$ cat config.mk
export PLATFORM = sky130hd
export DESIGN_NAME = seg7_display_ctrl
export DESIGN_NICKNAME = d
export VERILOG_FILES = /design/src/rtl/seg7_display_ctrl.sv
export SDC_FILE = /design/constraint.sdc
export NUM_CORES = 1
export LEC_CHECK = 0
export ABC_CLOCK_PERIOD_IN_PS = 3000
export CORE_MARGIN = 2
export CORE_UTILIZATION = 55
export DETAILED_ROUTE_END_ITERATION = 16
export GPL_TIMING_DRIVEN = 0
export PLACE_DENSITY_LB_ADDON = 0.12
export SLEW_MARGIN = 20
export SYNTH_ARGS = -nofsm -noshare
export SYNTH_HDL_FRONTEND = slang
export SYNTH_HIERARCHICAL = 1
export SYNTH_SLANG_ARGS = --single-unit
$ cat constraint.sdc
create_clock -name clk -period 3 [get_ports clk]
set_input_delay 0.75 -clock clk [delete_from_list [all_inputs] [get_ports clk]]
set_output_delay 0.75 -clock clk [all_outputs]
set_load 0.05 [all_outputs]
$ cat src/rtl/seg7_display_ctrl.sv
// seg7_display_ctrl
//   Multi-digit hex 7-segment display controller. An update is taken over a
//   valid/ready handshake, decoded one digit per cycle (MSB first) into a
//   shadow buffer, then committed in a single cycle so the display never
//   shows a half-updated value. Supports leading-zero blanking and a
//   per-digit blink mask driven by a free-running half-period counter.
//
//   Optional feature macro: SEG7_DP_EN adds an in_dp port and a decimal
//   point segment (bit 7 of each digit, active low). Without it, W = 7.
//
// Ports
//   clk            system clock, rising edge
//   rst_n          asynchronous active-low reset
//   in_valid       update request
//   in_ready       high only while idle
//   in_value       hex value, nibble d -> digit d (digit 0 = LSN)
//   in_lzb         1 = blank leading zeros
//   in_blink_mask  bit d = 1 -> digit d blinks
//   in_dp          (SEG7_DP_EN only) decimal point per digit, active high
//   seg_out        active-low segments, digit d at [W*d +: W], {dp,g..a}
//   upd_done       one-cycle pulse while the shadow buffer is committed

// Registered output stage for one digit: blank (all ones) or the pattern.
module seg7_out_lane #(
  parameter int W = 7
) (
  input  logic         clk,
  input  logic         rst_n,
  input  logic [W-1:0] pat,
  input  logic         blank,
  output logic [W-1:0] seg
);
  always_ff @(posedge clk or negedge rst_n) begin
    if (!rst_n) seg <= '1;
    else        seg <= blank ? '1 : pat;
  end
endmodule

module seg7_display_ctrl #(
  parameter int NUM_DIGITS = 4,
  parameter int BLINK_DIV  = 25000000
) (
  input  logic                    clk,
  input  logic                    rst_n,
  input  logic                    in_valid,
  output logic                    in_ready,
  input  logic [4*NUM_DIGITS-1:0] in_value,
  input  logic                    in_lzb,
  input  logic [NUM_DIGITS-1:0]   in_blink_mask,
`ifdef SEG7_DP_EN
  input  logic [NUM_DIGITS-1:0]   in_dp,
  output logic [8*NUM_DIGITS-1:0] seg_out,
`else
  output logic [7*NUM_DIGITS-1:0] seg_out,
`endif
  output logic                    upd_done
);

`ifdef SEG7_DP_EN
  localparam int W = 8;
`else
  localparam int W = 7;
`endif
  localparam int IW = (NUM_DIGITS > 1) ? $clog2(NUM_DIGITS) : 1;
  localparam int CW = $clog2(BLINK_DIV);
  localparam logic [CW-1:0] CNT_MAX  = CW'(BLINK_DIV - 1);
  localparam logic [IW-1:0] IDX_LAST = IW'(NUM_DIGITS - 1);

  typedef enum logic [1:0] {IDLE, SCAN, COMMIT} state_t;

  state_t                           state, state_nxt;
  logic [NUM_DIGITS-1:0][3:0]       val_q;
  logic                             lzb_q;
  logic [NUM_DIGITS-1:0]            mask_l, mask_q;
  logic [IW-1:0]                    idx;
  logic                             nz_seen;
  logic [NUM_DIGITS-1:0][W-1:0]     shadow, committed;
  logic [CW-1:0]                    cnt;
  logic                             phase;
`ifdef SEG7_DP_EN
  logic [NUM_DIGITS-1:0]            dp_l;
`endif

  logic [3:0]   nib;
  logic [6:0]   hex7;
  logic         lz_blank;
  logic [W-1:0] pat;

  function automatic logic [6:0] hex_decode(input logic [3:0] n);
    case (n)
      4'h0: hex_decode = 7'b1000000;
      4'h1: hex_decode = 7'b1111001;
      4'h2: hex_decode = 7'b0100100;
      4'h3: hex_decode = 7'b0110000;
      4'h4: hex_decode = 7'b0011001;
      4'h5: hex_decode = 7'b0010010;
      4'h6: hex_decode = 7'b0000010;
      4'h7: hex_decode = 7'b1111000;
      4'h8: hex_decode = 7'b0000000;
      4'h9: hex_decode = 7'b0011000;
      4'hA: hex_decode = 7'b0001000;
      4'hB: hex_decode = 7'b0000011;
      4'hC: hex_decode = 7'b1000110;
      4'hD: hex_decode = 7'b0100001;
      4'hE: hex_decode = 7'b0000110;
      default: hex_decode = 7'b0001110;
    endcase
  endfunction

  // Decode of the digit currently under the scan index. Leading zeros are
  // blanked until the first nonzero nibble; digit 0 always shows.
  always_comb begin
    nib      = val_q[idx];
    hex7     = hex_decode(nib);
    lz_blank = lzb_q & ~nz_seen & (nib == 4'h0) & (idx != '0);
`ifdef SEG7_DP_EN
    pat      = lz_blank ? '1 : {~dp_l[idx], hex7};
`else
    pat      = lz_blank ? '1 : hex7;
`endif
  end

  // FSM state register
  always_ff @(posedge clk or negedge rst_n) begin
    if (!rst_n) state <= IDLE;
    else        state <= state_nxt;
  end

  // FSM next state
  always_comb begin
    state_nxt = state;
    case (state)
      IDLE:    if (in_valid)    state_nxt = SCAN;
      SCAN:    if (idx == '0)   state_nxt = COMMIT;
      COMMIT:                   state_nxt = IDLE;
      default:                  state_nxt = IDLE;
    endcase
  end

  // FSM outputs
  always_comb begin
    in_ready = (state == IDLE);
    upd_done = (state == COMMIT);
  end

  // Request latch, scan and commit datapath
  always_ff @(posedge clk or negedge rst_n) begin
    if (!rst_n) begin
      val_q     <= '0;
      lzb_q     <= 1'b0;
      mask_l    <= '0;
      mask_q    <= '0;
      idx       <= '0;
      nz_seen   <= 1'b0;
      shadow    <= '1;
      committed <= '1;
`ifdef SEG7_DP_EN
      dp_l      <= '0;
`endif
    end else begin
      case (state)
        IDLE: if (in_valid) begin
          val_q   <= in_value;
          lzb_q   <= in_lzb;
          mask_l  <= in_blink_mask;
`ifdef SEG7_DP_EN
          dp_l    <= in_dp;
`endif
          idx     <= IDX_LAST;
          nz_seen <= 1'b0;
        end
        SCAN: begin
          shadow[idx] <= pat;
          nz_seen     <= nz_seen | (nib != 4'h0);
          idx         <= idx - 1'b1;
        end
        COMMIT: begin
          // value and blink mask switch together so blinking never
          // applies to a stale pattern
          committed <= shadow;
          mask_q    <= mask_l;
        end
        default: ;
      endcase
    end
  end

  // Free-running blink timebase, independent of updates
  always_ff @(posedge clk or negedge rst_n) begin
    if (!rst_n) begin
      cnt   <= '0;
      phase <= 1'b0;
    end else if (cnt == CNT_MAX) begin
      cnt   <= '0;
      phase <= ~phase;
    end else begin
      cnt   <= cnt + 1'b1;
    end
  end

  seg7_out_lane #(.W(W)) u_lane [NUM_DIGITS-1:0] (
    .clk   (clk),
    .rst_n (rst_n),
    .pat   (committed),
    .blank (mask_q & {NUM_DIGITS{phase}}),
    .seg   (seg_out)
  );

endmodule
==> results_dict.tcl, run 1 <==
set metrics [dict create \
    pin_count 54 \
    drt-initial-drc-count 176 \
    tightest_slew_ns 0.676 \
    clkSinkCount 140 \
    die-width_um 108 \
    viasPerCell 5.44 \
    grt_pass1_wl_mm 19.0 \
    drt-total-wl_mm 11.2 \
    ant_nets 0 \
    place_area_mm2 0.00668 \
    ys_warn_count 6 \
    drive_gt1_frac 0.346 \
    start_util 0.571 \
    cp.arrival_ns 2.13 \
    fin_skew_ns 0.00678 \
    io_buffers 53 \
    fin_nets 573 \
    grt_pass1_vias 3789 \
    grt_max_degree 88 \
    cp_data_required_time_ns 2.25 \
    rsz0062_at_grt "no" \
    die_height_um 108 \
    grt-ovfl-total 0 \
    place_congestion 0.868 \
    synth_cell_types 48 \
    avgSynthCellArea_um2 12.8 \
    finalCritPeriodShare 0.961 \
    synth_seq_cells 140 \
    peakVddDrop_mv 0.762 \
    final_max_slew_viol_count 0 \
    synthCells 466 \
    htree_levels 4 \
    ys.flop_type "dfstp_2" \
    fin_crit_ns 2.88 \
    cts.hold.buffers_added 0 \
    status "completed" \
    clk-insertion-delay-late_ns 0.54 \
    drc 0 \
    cts_buffer_depth 2 \
    synth_nets 500 \
    cap_violations 0 \
    crit_family "buffers and inverters" \
    hpwl_mm 7.57 \
    critPathLaunchType "register" \
    hold_viol_final 0 \
    final_area_mm2 0.00729 \
    netlist.area_leader.share 0.371 \
    synth_top_cell_by_area "dfstp_2" \
    post-cts-setup-buffers 0 \
    crit_fanout 10 \
    pwr_density_cell_mw_per_mm2 1190 \
    worst_path_largest_cell_delay_ns 0.42 \
    synthTopCellsByArea "dfstp_2, dfrtp_1, mux2_2" \
    ys_async_sr_fraction 1.00 \
    core_mm2 0.0104 \
    cp_cell_sequence "nor2b_1, clkbuf_1, clkbuf_2, clkdlybuf4s15_2" \
    max-slew-margin-rel 0.549 \
    endpoint_kind "primary output" \
    min_path_type "in2async" \
    hold_ws_ns 0.134 \
    die_area_mm2 0.0117 \
    crit_type "reg2out" \
    num_vias 3744 \
    placementRows 37 \
    synth.cell_area_mm2 0.00595 \
    finish.utilization 0.700 \
    p_leak_nw 3.03 \
    wire_per_inst_um 16.2 \
    gr-usage-all-layers 0.217 \
    synth-edff-count 0 \
    areaGrowthSynthToFinish_pct 22.6 \
    cts_tree "built" \
    cts_resized 4 \
    synth.yosys.seq_area_share 0.607 \
    numCtsBuffers 17 \
    clkTransAtPathRegs_ns 0.06 \
    setup_viol 0 \
    max_freq_ghz 0.347 \
    crit_slowest_cell "clkdlybuf4s15_2" \
    antenna_found_initial 0 \
    num_antenna_cells 0 \
    finalPower_mw 8.70 \
    firstDrtPassIters 4 \
    root_buffer "clkbuf_8" \
    path_buf_inv 3 \
]
## where the power goes
part | switching (mW) | total, mW | leakage [nW] | internal (mW)
registers | 0.327 | 3.20 | 1.58 | 2.87
logic | 2.03 | 3.45 | 1.16 | 1.42
clock network | 0.742 | 2.05 | 0.297 | 1.30
total | 3.10 | 8.70 | 3.03 | 5.60
## per-layer routing
layer / part of all wire / routed length, µm / vias up / GRT usage
li1: - / - / 1782 / -
met1: 0.45 / 5030 / 1847 / 0.281
met2: 0.48 / 5370 / 91 / 0.338
met3: 0.047 / 528 / 24 / 0.0735
met4: 0.021 / 234 / 0 / 0.0907
met5: 0 / 0 / - / 0
## flip-flops by register name (all words and copies together) (netlist names)
| signal | count |
|---|---|
| committed | 28 |
| u_lane/seg | 28 |
| nz_seen | 1 |
| phase | 1 |
| cnt | 25 |
| lzb_q | 1 |
| mask_l | 4 |
| mask_q | 4 |
| idx | 2 |
| shadow | 28 |
| val_q | 16 |
| state | 2 |
## synthesized netlist by cell type, types with 2 or more instances
cell       n
mux4_2     4
mux2_2    55
nand2_1   44
a22oi_1    2
o21ai_2    4
nand3b_1   2
ha_1      10
or2_1     28
o22ai_1    2
xor2_1     9
mux2i_1    6
or4b_2     2
nor4_1     7
o31ai_1   11
dfrtp_1   56
nor2_1    14
buf_6      2
nor2b_1    5
o21ai_1    8
nor3_1     4
dfstp_2   84
or3_1      3
buf_1      2
nand3_1   14
a21oi_1    9
or4_1      3
and3_1     4
o21ai_0   15
clkbuf_1  15
xnor2_1    4
inv_1     10
nand2b_1   3
nand4_1    5
and2_1     6
## final timing paths
path / slack [ns] / cells past startpoint / to / startpoint
max: 0.12 / 4 / upd_done / state[1]
min: 0.13 / 1 / nz_seen / rst_n
max reg2reg: 0.28 / 8 / shadow[14] / idx[0]
min reg2reg: 0.46 / 2 / shadow[20] / shadow[20]
max in group asynchronous: 2.11 / 2 / committed[13] / rst_n
min in group clk: 0.46 / 2 / shadow[20] / shadow[20]
## metrics by stage
stage | setup TNS, ns | cells | setup WS, ns
after CTS | 0 | 688 | 0.0837
after floorplan | 0 | 466 | 0.638
after global placement | -419.85 | 655 | -3.99
final | 0 | 688 | 0.116
after detailed placement | 0 | 656 | 0.0386
after global routing | 0 | 688 | 0.0139
## layout by cell type (no fill, tap or decap), types with 14 or more instances in the layout
cell / n
dfstp_2: 84
dfrtp_1: 56
mux2_2: 55
clkdlybuf4s50_1: 51
nand2_1: 44
or2_1: 28
clkbuf_1: 17
clkbuf_16: 17
nand3_1: 14
nor2_1: 14
o21ai_0: 14
## kinds of logic (layout without fill, tap and decap cells)
family                   after synthesis  count (layout)  synth area share
multiplexers                          66              66             0.132
flip-flops                           140             140             0.607
XOR/XNOR                              13              13            0.0191
AND/OR/NAND/NOR                      149             149             0.134
adder cells (fa/ha/maj)               10              10            0.0210
buffers and inverters                 30             116            0.0217
AO/OA/AOI/OAI                         58              58            0.0652
## area by class of cell
class,instances,area (µm²)
Sequential cell,140,3610
Fill cell,749,3130
Multi-Input combinational cell,296,2220
Timing Repair Buffer,54,564
Clock buffer,28,547
Tap cell,136,170
Buffer,20,92.6
Clock inverter,4,46.3
Inverter,10,37.5
No activity file was read; power rests on OpenSTA's default activity.
==> run 2: changes to the inputs <==
--- a/config.mk
+++ b/config.mk
@@ -11,6 +11,7 @@
 export DETAILED_ROUTE_END_ITERATION = 16
 export GPL_TIMING_DRIVEN = 0
 export PLACE_DENSITY_LB_ADDON = 0.12
+export SKIP_LAST_GASP = 1
 export SLEW_MARGIN = 20
 export SYNTH_ARGS = -nofsm -noshare
 export SYNTH_HDL_FRONTEND = slang
==> results of run 2 <==
Same layout as run 1: the final DEF is identical, and so are final timing and power.
==> run 3: changes to the inputs <==
--- a/config.mk
+++ b/config.mk
@@ -11,7 +11,6 @@
 export DETAILED_ROUTE_END_ITERATION = 16
 export GPL_TIMING_DRIVEN = 0
 export PLACE_DENSITY_LB_ADDON = 0.12
-export SKIP_LAST_GASP = 1
 export SLEW_MARGIN = 20
 export SYNTH_ARGS = -nofsm -noshare
 export SYNTH_HDL_FRONTEND = slang
==> results of run 3 <==
Same layout as run 1: the final DEF is identical, and so are final timing and power.
